**config.mk**
```make
export PLATFORM = sky130hd
export DESIGN_NAME = game_seq
export DESIGN_NICKNAME = d
export VERILOG_FILES = /design/src/rtl/game_seq.sv
export SDC_FILE = /design/constraint.sdc
export NUM_CORES = 1
export LEC_CHECK = 0
export CAP_MARGIN = 40
export CORE_MARGIN = 8
export CORE_UTILIZATION = 51
export CTS_CLUSTER_DIAMETER = 80
export CTS_CLUSTER_SIZE = 24
export DETAILED_ROUTE_END_ITERATION = 8
export PLACE_DENSITY = 0.85
export SLEW_MARGIN = 20
export SYNTH_ARGS = -nofsm -noshare
export SYNTH_HDL_FRONTEND = slang
export SYNTH_SLANG_ARGS = --single-unit
```
**constraint.sdc**
```tcl
create_clock -name clk -period 2.85 [get_ports clk]
set_input_delay 0.7125 -clock clk [delete_from_list [all_inputs] [get_ports clk]]
set_output_delay 0.7125 -clock clk [all_outputs]
set_load 0.05 [all_outputs]
```
**src/rtl/game_seq.sv**
```systemverilog
// Flappy game sequencer: debounced button, one-hot READY/PLAY/OVER FSM, death detect, session best score.
// Latency: all outputs registered; press is 1 cycle after debounce terminal, flap/state 1 cycle after press.
// No backpressure: every input is sampled each clk cycle. Optional PAUSE state behind GAME_PAUSE_EN.
module game_seq #(
    parameter int DEBOUNCE_CYCLES = 250000,
    parameter int FLOOR_Y         = 700,
    parameter int OVER_FRAMES     = 60
) (
    input  logic        clk,
    input  logic        rst,
    input  logic        frame_tick,
    input  logic        btn,
    input  logic        hit_px,
    input  logic [10:0] bird_y,
    input  logic [13:0] score,
    output logic [2:0]  state,
    output logic        frame_en,
    output logic        flap,
    output logic [13:0] best,
    output logic        dead_flag
);

    localparam int DW = (DEBOUNCE_CYCLES > 1) ? $clog2(DEBOUNCE_CYCLES) : 1;
    localparam int LW = (OVER_FRAMES > 0) ? $clog2(OVER_FRAMES + 1) : 1;
    localparam logic [DW-1:0] DB_LAST  = DW'(DEBOUNCE_CYCLES - 1);
    localparam logic [LW-1:0] LOCK_MAX = LW'(OVER_FRAMES);
    localparam logic [10:0]   FLOOR    = 11'(FLOOR_Y);

    typedef enum logic [1:0] {
        S_READY = 2'd0,
        S_PLAY  = 2'd1,
        S_OVER  = 2'd2
`ifdef GAME_PAUSE_EN
        , S_PAUSE = 2'd3
`endif
    } fsm_t;

    fsm_t          fsm;
    logic [DW-1:0] db_cnt;
    logic          btn_lvl;
    logic          press;
    logic          hit_lat;
    logic [LW-1:0] lock_cnt;
    logic          dying;
`ifdef GAME_PAUSE_EN
    logic [4:0]    hold_cnt;
    logic          hold_arm;
`endif

    // Death is only decided on a frame boundary, using the latched and live overlap plus the floor test.
    assign dying = frame_tick && (hit_lat || hit_px || (bird_y >= FLOOR));

    // Debounce: count consecutive samples that disagree with the accepted level; accept on the last one.
    always_ff @(posedge clk) begin
        if (rst) begin
            db_cnt  <= '0;
            btn_lvl <= 1'b0;
            press   <= 1'b0;
        end else begin
            press <= 1'b0;
            if (btn == btn_lvl) begin
                db_cnt <= '0;
            end else if (db_cnt == DB_LAST) begin
                db_cnt  <= '0;
                btn_lvl <= btn;
                press   <= btn;
            end else begin
                db_cnt <= db_cnt + DW'(1);
            end
        end
    end

    // Game FSM with registered one-hot state, pulses, lockout counter and best score.
    always_ff @(posedge clk) begin
        if (rst) begin
            fsm       <= S_READY;
            state     <= 3'b001;
            frame_en  <= 1'b0;
            flap      <= 1'b0;
            best      <= '0;
            dead_flag <= 1'b0;
            hit_lat   <= 1'b0;
            lock_cnt  <= '0;
`ifdef GAME_PAUSE_EN
            hold_cnt  <= '0;
            hold_arm  <= 1'b0;
`endif
        end else begin
            flap      <= 1'b0;
            dead_flag <= 1'b0;
            // OVER also passes the tick through so the pillar block can re-initialise.
            frame_en  <= frame_tick;
            case (fsm)
                S_READY: begin
                    hit_lat <= 1'b0;
                    if (press) begin
                        fsm   <= S_PLAY;
                        state <= 3'b010;
                        flap  <= 1'b1;
                    end
                end
                S_PLAY: begin
                    if (frame_tick) begin
                        hit_lat <= 1'b0;
                    end else if (hit_px) begin
                        hit_lat <= 1'b1;
                    end
                    // Death takes priority over a coincident press: no flap on the dying cycle.
                    if (dying) begin
                        fsm       <= S_OVER;
                        state     <= 3'b100;
                        dead_flag <= 1'b1;
                        lock_cnt  <= '0;
                        if (score > best) begin
                            best <= score;
                        end
                    end else begin
`ifdef GAME_PAUSE_EN
                        if (press) begin
                            flap     <= 1'b1;
                            hold_cnt <= '0;
                            hold_arm <= 1'b1;
                        end else if (!btn_lvl) begin
                            hold_arm <= 1'b0;
                        end else if (hold_arm && frame_tick) begin
                            if (hold_cnt == 5'd31) begin
                                fsm      <= S_PAUSE;
                                frame_en <= 1'b0;
                                hold_arm <= 1'b0;
                            end else begin
                                hold_cnt <= hold_cnt + 5'd1;
                            end
                        end
`else
                        if (press) begin
                            flap <= 1'b1;
                        end
`endif
                    end
                end
                S_OVER: begin
                    hit_lat <= 1'b0;
                    if (press && (lock_cnt == LOCK_MAX)) begin
                        fsm   <= S_READY;
                        state <= 3'b001;
                    end
                    if (frame_tick && (lock_cnt < LOCK_MAX)) begin
                        lock_cnt <= lock_cnt + LW'(1);
                    end
                end
`ifdef GAME_PAUSE_EN
                // Paused: frame logic frozen, hit_lat held, visible state stays PLAY.
                S_PAUSE: begin
                    frame_en <= 1'b0;
                    if (press) begin
                        fsm <= S_PLAY;
                    end
                end
`endif
                default: begin
                    fsm   <= S_READY;
                    state <= 3'b001;
                end
            endcase
        end
    end

endmodule

```
==> results of run 1 <==
==> cell usage in the layout (no fill, tap or decap), types with 6 or more instances in the layout <==
cell type and instances:
nand4_1 8, clkdlybuf4s50_1 47, xor2_1 11, a21oi_1 6, buf_4 6, clkbuf_8 6, nor2_1 32, nand2b_1 28
ha_1 17, dfxtp_1 47, and3_1 7, inv_1 20, nand3_1 7, xnor2_1 10, nand2_1 9, mux2i_1 16
==> path summary, 6_finish.rpt <==
path                             start                    to  slack [ns]  cells past startpoint
setup / recovery              score[1]  best[3]$_SDFFE_PP0P_        0.15                      7
hold / removal    db_cnt[0]$_SDFF_PP0_  db_cnt[0]$_SDFF_PP0_        0.47                      1
setup reg to reg  best[1]$_SDFFE_PP0P_  best[3]$_SDFFE_PP0P_        0.60                      7
hold reg to reg   db_cnt[0]$_SDFF_PP0_  db_cnt[0]$_SDFF_PP0_        0.47                      1
==> cell type report <==
type                    count  area (um2)  area share
multi-input cells         195        1400       0.451
flip-flops and latches     47         941       0.304
inverters                  20        75.1      0.0243
clock buffers               6        82.6      0.0267
clock inverters             2        16.3     0.00526
repair buffers             53         515       0.167
well taps                  54        67.6      0.0218
==> flip-flops by register name (all words and copies together) (netlist names) <==
register / flops
db_cnt: 18
best: 14
lock_cnt: 6
state: 3
btn_lvl: 1
dead_flag: 1
flap: 1
frame_en: 1
hit_lat: 1
press: 1
==> where the power goes <==
part | switching (mW) | internal (mW)
registers | 0.00146 | 0.658
logic | 0.0448 | 0.0629
clock network | 0.228 | 0.198
total | 0.274 | 0.919
==> layer usage <==
metal	GRT usage	wire length (um)	vias up
li1	-	-	1029
met1	0.154	2270	908
met2	0.244	2300	35
met3	0.0468	261	4
met4	0.0430	41	0
met5	0	0	-
==> metrics by stage <==
stage	instance area (um2)	power (mW)	utilization	hold slack [ns]
6_report	3090	1.19	0.659	0.470
5_1_grt	3090	1.24	0.659	0.514
4_1_cts	3090	1.21	0.659	0.482
3_5_place_dp	2990	0.783	0.638	0.463
3_3_place_gp	2990	0.781	0.638	0.443
2_1_floorplan	2460	0.727	-	0.429
==> cells by family (layout without fill, tap and decap cells) <==
| logic type | count (synthesis) | count (layout) | share of synthesized area |
|---|---|---|---|
| AO/OA/AOI/OAI | 26 | 26 | 0.0838 |
| flip-flops | 47 | 47 | 0.382 |
| XOR/XNOR | 21 | 21 | 0.0747 |
| AND/OR/NAND/NOR | 115 | 115 | 0.256 |
| adder cells (fa/ha/maj) | 17 | 17 | 0.0863 |
| buffers and inverters | 29 | 81 | 0.0518 |
| multiplexers | 16 | 16 | 0.0650 |
==> summary.md, run 1 <==
| Metric | Value |
|---|---|
| Outcome | `complete, no violations` |
| Mean area per synthesized cell | `9.09 um2` |
| Post-synth EDFFs | `0` |
| Fmax | `0.370 GHz` |
| Fin. Hold Viols | `0` |
| Clock Path Buffers | `2` |
| Reg clk slew, reported paths | `0.08 ns` |
| Total track usage | `0.139` |
| Initial antenna violation count | `0` |
| Worst-Skew Late Latency | `0.30 ns` |
| # IOs | `50` |
| Unique masters post-synth | `43` |
| CTS H-tree depth | `2` |
| CTS tree | `built` |
| Worst Max-Slew Pin Slew | `0.676 ns` |
| FFs w/ async S/R, synth | `0` |
| Maxcap violations | `0` |
| Final WL | `4870 um` |
| Vias | `1,976` |
| Layout area overhead | `25.5%` |
| Postcts setup bufs | `0` |
| Final period util | `0.947` |
| DRT Pass-1 Iters | `4` |
| Residual DRC | `0` |
| Routed WL per cell | `12.9 um` |
| Vias in the first global route | `1,898` |
| CTS buffer count | `5` |
| Period minus WS final | `2.70 ns` |
| Post-CTS resize count | `0` |
| Crit Path Category | `input port to flip-flop` |
| Die width | `85.5 um` |
| Final ANT Viol Nets | `0` |
| Largest net degree at the start of global routing | `37` |
| Total global routing overflow | `0` |
| Final WS setup | `0.151 ns` |
| Synth Cell Area | `2460 um2` |
| Cells after synthesis | `271` |
| Top-area cell type share of the netlist area | `0.382` |
| CTS Hold Bufs | `0` |
| Drt via density | `5.24` |
| Root Buffer | `clkbuf_8` |
| Critical path arrival | `2.92 ns` |
| RSZ-0062 raised after global routing | `false` |
| Clock Skew | `0.0120 ns` |
| Worst-path cell chain | `clkdlybuf4s50_1 > ha_1 > nor2b_1 > o211ai_1 > a2111o_1 > a31oi_4 > mux2i_1` |
| P_leak | `1.09 nW` |
| Number of synthesized register bits | `47` |
| Worst path buffer plus inverter count | `1` |
| Slowest stage delay, CP | `0.59 ns` |
| Max VDD drop | `0.000249 V` |
| Slew HR | `0.549` |
| Syn Nets | `318` |
| Hold Crit Class | `flip-flop to flip-flop` |
| Initial core utilization | `0.525` |
| Crit path max-delay cell type | `a31oi_4` |
| Setup TNS | `0 ns` |
| Fin nets | `369` |
| Share of cells above drive strength 1 | `0.0650` |
| CP Launch Type | `input port` |
| Finished Layout Cells | `377` |
| Largest area contributor in the netlist | `dfxtp_1` |
| IO Port Bufs | `47` |
| Post-synth top flop | `dfxtp_1` |
| Finish-stage setup viols | `0` |
| Syn. warnings | `0` |
| Largest cells by area after synthesis | `dfxtp_1 38%, ha_1 8.6%, nand2b_1 7.1%` |
| Cell Rows | `25` |
| Power density over the cells | `386 nW/um2` |
| Post-synthesis sequential area ratio | `0.382` |
| Initial drt markers | `49` |
| Top-count cell post-synth | `dfxtp_1` |
| Dpl ws | `-0.166 ns` |
| Gpl congestion | `0.845` |
| DP HPWL | `3740 um` |
| FILL cells | `392` |
| Crit path max fanout | `14` |
| Placed cells | `369` |
| Final slew viol count | `0` |
| Die area | `7310 um2` |
| Synth top cells by count | `47 x dfxtp_1, 32 x nor2_1, 28 x nand2b_1, 20 x inv_1, 17 x ha_1` |
| Diode count | `0` |
| # clock sinks | `47` |
| Element type at the critical path end | `flip-flop` |
| Core area | `4690 um2` |
| Global-route wire length before repair | `8420 um` |
| Worst path top cell family by delay | `compound AO/OA/AOI/OAI gates` |
| Critical path data required time | `3.07 ns` |
| Die H | `85.5 um` |
Power figures use the tool's default switching activity.
==> inputs of run 2 (changes only) <==
Settings changed: CTS_CLUSTER_DIAMETER 80 to 40.
==> results of run 2 <==
No change in the layout: final DEF, timing and power equal those of run 1.
==> inputs of run 3 (changes only) <==
Settings changed: TNS_END_PERCENT set to 20.
Clock period 2.85 ns to 2.5 ns, I/O delays scaled along.
==> run 3 against run 2 <==
Net effect: sequential power grew 14%; non-clock buffer count increased by 4; clock skew is 0.0014 ns lower; clock-buffer cell count did not move; critical path type unchanged; largest power group unchanged; highest routed layer unchanged.
==> summary.md, run 3 (synthesis results as in run 1) <==
| Metric | Value |
|---|---|
| Slew HR | `0.622` |
| Finish-stage setup viols | `0` |
| Clock power frac | `0.359` |
| Logic pwr share | `0.092` |
| Largest net degree at the start of global routing | `35` |
| Fin nets | `373` |
| Final WL | `5190 um` |
| Total track usage | `0.146` |
| Root Buffer | `clkbuf_8` |
| Critical path data required time | `2.74 ns` |
| CP Launch Type | `input port` |
| Largest register FFs | `18` |
| Element type at the critical path end | `flip-flop` |
| CTS buffer count | `5` |
| Worst hold slack | `0.472 ns` |
| Area after DPL | `3020 um2` |
| Outcome | `complete, no violations` |
| Final period util | `0.948` |
| RSZ-0062 raised after global routing | `true` |
| Max VDD drop | `0.000328 V` |
| DRT Pass-1 Iters | `4` |
| CTS H-tree depth | `2` |
| Hold Crit Class | `flip-flop to flip-flop` |
| Power density over the cells | `436 nW/um2` |
| Die area | `7310 um2` |
| Gpl congestion | `0.819` |
| Routed WL per cell | `13.6 um` |
| Total global routing overflow | `0` |
| Final slew viol count | `0` |
| Global-route wire length before repair | `8740 um` |
| Initial drt markers | `72` |
| Cell Rows | `25` |
| DP HPWL | `3950 um` |
| Clock Path Buffers | `2` |
| Vias | `2,019` |
| Sw frac | `0.233` |
| Reg with most FFs | `db_cnt` |
| Crit path max fanout | `6` |
| # clock sinks | `47` |
| Share of cells above drive strength 1 | `0.0795` |
| Crit Path Category | `input port to flip-flop` |
| Total power | `1.37 mW` |
| Most frequent cells in the layout | `47 x dfxtp_1, 47 x clkdlybuf4s50_1, 32 x nor2_1, 28 x nand2b_1, 20 x inv_1` |
| Worst-Skew Late Latency | `0.31 ns` |
| Worst-path cell chain | `clkdlybuf4s50_1 > ha_1 > nor2b_1 > o211ai_1 > a2111o_1 > a31oi_4 > buf_6 > mux2i_1` |
| CTS Hold Bufs | `0` |
| Initial core utilization | `0.525` |
| Die width | `85.5 um` |
| Drt via density | `5.30` |
| Fmax | `0.422 GHz` |
| Reg clk slew, reported paths | `0.09 ns` |
| Initial antenna violation count | `0` |
| Post-CTS resize count | `0` |
| Final ANT Viol Nets | `0` |
| Core area | `4690 um2` |
| Psw | `0.320 mW` |
| Maxcap violations | `0` |
| Slowest stage delay, CP | `0.43 ns` |
| Design area | `3140 um2` |
| Fin. Hold Viols | `0` |
| Clock Skew | `0.0107 ns` |
| Sequential Power Share | `0.549` |
| Largest regs | `db_cnt: 18 flops, best: 14 flops, lock_cnt: 6 flops` |
| Residual DRC | `0` |
| Diode count | `0` |
| # IOs | `50` |
| Layout area overhead | `27.6%` |
| IO Port Bufs | `47` |
| Vias in the first global route | `1,992` |
| Period minus WS final | `2.37 ns` |
| FILL cells | `383` |
| Critical path arrival | `2.61 ns` |
| CTS tree | `built` |
| Crit path max-delay cell type | `clkdlybuf4s50_1` |
| Worst Max-Slew Pin Slew | `0.568 ns` |
| P_leak | `1.11 nW` |
| Postcts setup bufs | `0` |
| Die H | `85.5 um` |
| Int Pwr | `1.05 mW` |
## run 3: cell count changes in the layout (fill, tap and decap cells not counted), sizes merged
cell	delta
buf	+4
## run 3: power by group through the flow
stage	Sequential, mW	Combinational [mW]	Clock, mW
after floorplan	0.772	0.0564	0
after global placement	0.769	0.122	0
after detailed placement	0.770	0.124	0
after CTS	0.752	0.125	0.513
after global routing	0.753	0.140	0.536
final	0.752	0.126	0.491
## run 3: critical path: cells and delay by family
kind / cells / cell delay, ns
AO/OA/AOI/OAI: 3 / 0.74
adder cells (fa/ha/maj): 1 / 0.31
buffers and inverters: 2 / 0.60
multiplexers: 1 / 0.19
AND/OR/NAND/NOR: 1 / 0.15
## run 3: cell type report
| cell class | instances | area [um2] | area share |
|---|---|---|---|
| clock buffer | 6 | 82.6 | 0.0263 |
| tap | 54 | 67.6 | 0.0215 |
| sequential | 47 | 941 | 0.299 |
| timing repair buffer | 57 | 553 | 0.176 |
| clock inverter | 2 | 16.3 | 0.00518 |
| inverter | 20 | 75.1 | 0.0239 |
| multi-input combinational | 195 | 1410 | 0.448 |
## run 3: path summary, 6_finish.rpt
kind / cells past startpoint / to / slack [ns] / start
worst min register to register: 1 / db_cnt[0]$_SDFF_PP0_ / 0.47 / db_cnt[0]$_SDFF_PP0_
worst max-delay path: 8 / best[3]$_SDFFE_PP0P_ / 0.13 / score[1]
worst max register to register: 8 / best[5]$_SDFFE_PP0P_ / 0.49 / best[13]$_SDFFE_PP0P_
worst min-delay path: 1 / db_cnt[0]$_SDFF_PP0_ / 0.47 / db_cnt[0]$_SDFF_PP0_
## run 3: through the flow
step | utilization | TNS (ns) | std cells | setup slack, ns
after global routing | 0.670 | -0.00572 | 381 | -0.00572
after CTS | 0.666 | 0 | 381 | 0.0999
after floorplan | - | 0 | 271 | 0.208
final | 0.670 | 0 | 381 | 0.129
after detailed placement | 0.645 | -2.72 | 373 | -0.220
after global placement | 0.645 | -2.30 | 373 | -0.182
## run 3: layer usage
metal	vias up	GRT usage	wire, um
met2	43	0.255	2520
met5	-	0	0
met3	7	0.0468	330
met1	935	0.159	2250
met4	0	0.0573	84
li1	1034	-	-
